==> src/rtl/multdiv_pkg.sv <==
// Shared operation/state types and default operand width for the MULT/DIV sequencer.
package multdiv_pkg;
    localparam int MD_WIDTH = 32;

    typedef enum logic {
        MD_MULT = 1'b0,
        MD_DIV  = 1'b1
    } md_op_t;

    typedef enum logic [2:0] {
        IDLE,
        LOAD,
        RUN,
        FIXUP,
        DONE
    } md_state_t;
endpackage

==> src/rtl/div_restore_step.sv <==
// One restoring-division iteration: shift {R,Q} left, trial-subtract the divisor magnitude.
module div_restore_step
    import multdiv_pkg::*;
#(
    parameter int WIDTH = MD_WIDTH
) (
    input  logic [WIDTH-1:0] remIn,
    input  logic [WIDTH-1:0] quoIn,
    input  logic [WIDTH-1:0] divisor,
    output logic [WIDTH-1:0] remOut,
    output logic [WIDTH-1:0] quoOut
);
    logic [WIDTH:0]   shifted;
    logic [WIDTH-1:0] trial;
    logic             fits;

    // The shifted remainder needs one extra bit when the divisor uses the full width.
    assign shifted = {remIn, quoIn[WIDTH-1]};
    assign fits    = shifted >= {1'b0, divisor};
    assign trial   = shifted[WIDTH-1:0] - divisor;
    assign remOut  = fits ? trial : shifted[WIDTH-1:0];
    assign quoOut  = {quoIn[WIDTH-2:0], fits};
endmodule

==> src/rtl/multdiv_seq.sv <==
// Multicycle MULT/DIV sequencer producing HI/LO results with a fixed WIDTH+3 cycle latency.
// Optional MULTDIV_UNSIGNED_EN adds the Uns input selecting MULTU/DIVU.
//
// state | meaning
// IDLE  | waiting for Start; operands captured on the accepting edge
// LOAD  | divide-by-zero check, accumulator/abs-value setup
// RUN   | one Booth or restoring step per cycle, WIDTH cycles
// FIXUP | sign correction for DIV, unsigned correction for MULTU, result registers load
// DONE  | result valid, HI/LO write strobes
module multdiv_seq
    import multdiv_pkg::*;
#(
    parameter int WIDTH = MD_WIDTH
) (
    input  logic             Clk,
    input  logic             Reset,
    input  logic             Start,
    input  logic             Op,
`ifdef MULTDIV_UNSIGNED_EN
    input  logic             Uns,
`endif
    input  logic [WIDTH-1:0] A,
    input  logic [WIDTH-1:0] B,
    output logic             Busy,
    output logic             Done,
    output logic             DivZero,
    output logic [WIDTH-1:0] HiOut,
    output logic [WIDTH-1:0] LoOut,
    output logic             HiWrite,
    output logic             LoWrite
);
    localparam int CW = $clog2(WIDTH + 1);

    md_state_t        state, stateNext;
    md_op_t           opQ;
    logic [WIDTH-1:0] opA, opB;
    logic [WIDTH:0]   accHi;
    logic [WIDTH-1:0] accLo;
    logic             boothBit;
    logic [CW-1:0]    count;
    logic             signQ, signR;
    logic             uns;
    logic             divByZero;
    logic [WIDTH:0]   aExt, boothSum;
    logic [WIDTH-1:0] remNext, quoNext;

`ifdef MULTDIV_UNSIGNED_EN
    logic unsQ;
    always_ff @(posedge Clk or negedge Reset) begin
        if (!Reset)
            unsQ <= 1'b0;
        else if (state == IDLE && Start)
            unsQ <= Uns;
    end
    assign uns = unsQ;
`else
    assign uns = 1'b0;
`endif

    assign divByZero = (opQ == MD_DIV) && (opB == '0);
    assign aExt      = {opA[WIDTH-1] & ~uns, opA};

    always_comb begin
        boothSum = accHi;
        case ({accLo[0], boothBit})
            2'b01:   boothSum = accHi + aExt;
            2'b10:   boothSum = accHi - aExt;
            default: boothSum = accHi;
        endcase
    end

    div_restore_step #(.WIDTH(WIDTH)) uStep (
        .remIn  (accHi[WIDTH-1:0]),
        .quoIn  (accLo),
        .divisor(opB),
        .remOut (remNext),
        .quoOut (quoNext)
    );

    always_ff @(posedge Clk or negedge Reset) begin
        if (!Reset)
            state <= IDLE;
        else
            state <= stateNext;
    end

    always_comb begin
        stateNext = state;
        Busy      = (state != IDLE);
        Done      = 1'b0;
        DivZero   = 1'b0;
        case (state)
            IDLE:  if (Start) stateNext = LOAD;
            LOAD: begin
                if (divByZero) begin
                    DivZero   = 1'b1;
                    stateNext = IDLE;
                end else begin
                    stateNext = RUN;
                end
            end
            RUN:   if (count == CW'(1)) stateNext = FIXUP;
            FIXUP: stateNext = DONE;
            DONE: begin
                Done      = 1'b1;
                stateNext = IDLE;
            end
            default: stateNext = IDLE;
        endcase
    end

    assign HiWrite = Done;
    assign LoWrite = Done;

    always_ff @(posedge Clk or negedge Reset) begin
        if (!Reset) begin
            opQ      <= MD_MULT;
            opA      <= '0;
            opB      <= '0;
            accHi    <= '0;
            accLo    <= '0;
            boothBit <= 1'b0;
            count    <= '0;
            signQ    <= 1'b0;
            signR    <= 1'b0;
            HiOut    <= '0;
            LoOut    <= '0;
        end else begin
            case (state)
                IDLE: begin
                    if (Start) begin
                        opQ <= md_op_t'(Op);
                        opA <= A;
                        opB <= B;
                    end
                end
                LOAD: begin
                    count    <= CW'(WIDTH);
                    accHi    <= '0;
                    boothBit <= 1'b0;
                    if (opQ == MD_MULT) begin
                        accLo <= opB;
                        signQ <= 1'b0;
                        signR <= 1'b0;
                    end else begin
                        // opB is reused as the divisor magnitude from here on
                        accLo <= (!uns && opA[WIDTH-1]) ? -opA : opA;
                        opB   <= (!uns && opB[WIDTH-1]) ? -opB : opB;
                        signQ <= !uns && (opA[WIDTH-1] ^ opB[WIDTH-1]);
                        signR <= !uns && opA[WIDTH-1];
                    end
                end
                RUN: begin
                    count <= count - CW'(1);
                    if (opQ == MD_MULT) begin
                        {accHi, accLo, boothBit} <= {boothSum[WIDTH], boothSum, accLo};
                    end else begin
                        accHi <= {1'b0, remNext};
                        accLo <= quoNext;
                    end
                end
                FIXUP: begin
                    if (opQ == MD_MULT) begin
                        // Booth treats B as signed; an unsigned B with its top bit set owes A<<WIDTH
                        HiOut <= accHi[WIDTH-1:0] + ((uns && opB[WIDTH-1]) ? opA : '0);
                        LoOut <= accLo;
                    end else begin
                        HiOut <= signR ? -accHi[WIDTH-1:0] : accHi[WIDTH-1:0];
                        LoOut <= signQ ? -accLo : accLo;
                    end
                end
                default: ;
            endcase
        end
    end
endmodule

==> config.mk <==
export PLATFORM = sky130hd
export DESIGN_NAME = multdiv_seq
export DESIGN_NICKNAME = d
export VERILOG_FILES = /design/src/rtl/multdiv_pkg.sv /design/src/rtl/div_restore_step.sv /design/src/rtl/multdiv_seq.sv
export SDC_FILE = /design/constraint.sdc
export NUM_CORES = 1
export LEC_CHECK = 0
export ABC_AREA = 0
export CORE_MARGIN = 5
export CORE_UTILIZATION = 45
export DETAILED_ROUTE_END_ITERATION = 8
export PLACE_DENSITY = 0.77
export SKIP_CTS_REPAIR_TIMING = 1
export SYNTH_ARGS = -nofsm -noshare
export SYNTH_HDL_FRONTEND = slang
export SYNTH_SLANG_ARGS = --single-unit
==> constraint.sdc <==
create_clock -name Clk -period 11.1 [get_ports Clk]
set_clock_uncertainty 0.05 [all_clocks]
set_input_delay 1.11 -clock Clk [delete_from_list [all_inputs] [get_ports Clk]]
set_output_delay 1.11 -clock Clk [all_outputs]
set_load 0.01 [all_outputs]
==> results by group <==
Clock tree
  • Clk_lat worst skew: 0.54 ns
  • Clock sinks: 206
  • Reg clk slew, reported paths: roughly 0.06 ns
  • CTS tree: built
  • Root buffer cell: clkbuf_16
  • H-tree depth: 1
  • Clock buffer depth: 3
  • CTS Buf Count: 24

Logic synthesis
  • Sequential area share after synthesis: 0.325
  • Top cell type's share of synthesized area: 0.325
  • Most frequent cell after synthesis: nand2_1
  • Main synth FF type: dfrtp_1
  • Synthesis Warnings: 0
  • Post-synthesis xor/xnor area fraction: 0.0939
  • Mapped Avg Cell Area: 7.84 um^2
  • Largest family of logic cells by synthesized area: compound AO/OA/AOI/OAI gates
  • Area contributors post-synth: dfrtp_1 33%, nand2_1 7.8%, o21ai_0 7.2%, ha_1 5.7%, xnor2_1 5.1%
  • Area of the mapped netlist: 0.0159 mm^2
  • Multiplexer area fraction after synthesis: 0.0225
  • Post-Synth Simple-Gate Area: 0.200
  • Adder-cell share of the synthesized area: 0.0593
  • Syn Nets: 2164
  • Yosys reg bits: a little over 200
  • Leading area contributor after synthesis: dfrtp_1
  • Synth cell count leaders: 329 x nand2_1, 228 x o21ai_0, 206 x dfrtp_1
  • EDFF count, synth: 0
  • Compound-Gate Fraction of Synth Area: 0.246
  • Async SR Flop Fraction: 1.00
  • Post-synthesis cell type count: slightly above 70
  • Syn Inst Count: 2022

Run
  • Max cap viols: 0

Floorplan
  • I/O pin total: 137
  • Die ar.: 0.0391 mm^2
  • Die Span X: 198 um
  • CORE AREA: ~0.035 mm^2
  • Die height: 198 um
  • Row count: 68
  • Initial core utilization: 0.458

Timing
  • Count of final hold-check violations: 0
  • Fmax: 0.187 GHz
  • Crit share post-route: 0.483
  • Rel. slew slack: 0.114
  • RSZ-0062 raised after global routing: false
  • TNS Setup: 0 ns
  • Min Clock Period, post-route: 5.36 ns
  • Fin worst setup slack: 5.74 ns
  • Max Transition Viols Final: 0
  • # setup viols final: 0
  • Transition time of the tightest slew-check pin: 1.32 ns

Critical path
  • Critical path peak fanout: 6
  • Crit path DAT: 4.20 ns
  • WS Path Type: flip-flop to output pin
  • CP required: 9.94 ns
  • Setup crit end kind: output pin
  • Critical path startpoint category: flip-flop

Route
  • Drt total wl: 55.9 mm
  • Detail Route Antenna Nets: 0
  • Pre-antenna DRT Iters: 5
  • Via count: 15800
  • DRC Markers: 0
  • DR vias/cell: 6.23
  • Routed wire length per instance: 22.1 um
  • Initial DRC Count: 1821

Layout
  • Area of the multi-input gates: 0.00990 mm^2
  • Area growth syn-to-layout: 14.6%
  • Register area: 0.00516 mm^2
  • Layout cells sized above 1: 0.0463
  • Fill count: 3239
  • Nets: 2200
  • Antenna Cells: 0

Outcome
  • Outcome: completed

Global route
  • Total Routing Usage GR: 0.277
  • Vias in the first global route: 14700
  • Largest net degree at the start of global routing: 119
  • First-pass GRT wire length: 85.9 mm
  • Overflow after GRT: 0
  • Initial antenna violation count: 0

Place
  • GP Congestion: 0.950
  • Place WS: 6.04 ns
  • I/O Buffers: around 140
  • Detailed placement HPWL: 41.4 mm

Worst hold path
  • Hold Crit Class: flip-flop to flip-flop
-- flip-flops by register name, summed over array words and instances, names as in the netlist --
register / cells
accLo: 32
accHi: 33
opB: 32
opQ: 1
count: 6
LoOut: 32
signR: 1
state: 3
HiOut: 32
signQ: 1
boothBit: 1
opA: 32
-- critical path: stages, from the launching register on --
cell and delay, ns:
dfrtp_1 0.39, inv_1 0.18, ha_1 0.23, or3b_2 0.49
or3_1 0.37, nand2b_1 0.28, or2_2 0.39, nor4_1 0.30
nand4_1 0.22, nor4_1 0.21, clkdlybuf4s50_1 0.59
-- kinds of logic after synthesis --
logic type / Yosys count
buffers and inverters: 215
AO/OA/AOI/OAI: 625
AND/OR/NAND/NOR: 697
XOR/XNOR: 170
flip-flops: 206
multiplexers: 35
adder cells (fa/ha/maj): 74
-- stage by stage --
| step | cells | cell area [um^2] | hold WS, ns | util |
|---|---|---|---|---|
| CTS | 2530 | 18200 | 0.425 | 0.525 |
| floorplan | 2022 | 15900 | 0.396 | - |
| global placement | 2487 | 17400 | 0.409 | 0.503 |
| detailed placement | 2487 | 17400 | 0.414 | 0.503 |
| global route | 2530 | 18200 | 0.431 | 0.525 |
| finish | 2530 | 18200 | 0.427 | 0.525 |
-- layout make-up --
type | count | share of cell area
repair buffers | 159 | 0.0846
multi-input cells | 1601 | 0.545
clock inverters | 13 | 0.00661
inverters | 66 | 0.0136
well taps | 455 | 0.0313
clock buffers | 30 | 0.0354
flip-flops and latches | 206 | 0.284
-- final timing paths --
path	startpoint	endpoint	slack, ns	cells past startpoint
max in group asynchronous	Reset	HiOut[30]	9.02	2
setup / recovery	opB[1]	DivZero	5.74	10
min in group asynchronous	Reset	opB[13]	0.59	1
hold reg to reg	LoOut[24]	LoOut[24]	0.43	2
hold / removal	LoOut[24]	LoOut[24]	0.43	2
setup reg to reg	opA[0]	accHi[26]	5.87	20
-- routing by layer --
metal  track usage  up-vias  share of wire
met5             0        -              0
met4         0.112        0          0.049
met3        0.0628      125           0.10
met2         0.415      812           0.43
met1         0.389     7535           0.42
li1              -     7291              -
-- cell usage in the layout (no fill, tap or decap), drive strengths merged, types with 30 or more instances in the layout --
cell type      Yosys  layout
xnor2             92      92
nand3             36      36
a21oi            142     142
o21ai            228     228
nand2            329     329
nor3              49      49
clkdlybuf4s50      0     135
clkbuf           126      31
nor2             138     138
inv               66      69
ha                72      72
xor2              78      78
a21o              33      33
dfrtp            206     206
mux2i             30      30
Power is left out: the tool's default activity adds up to more than one toggle a clock period on the data nets, which glitch-free logic cannot reach.
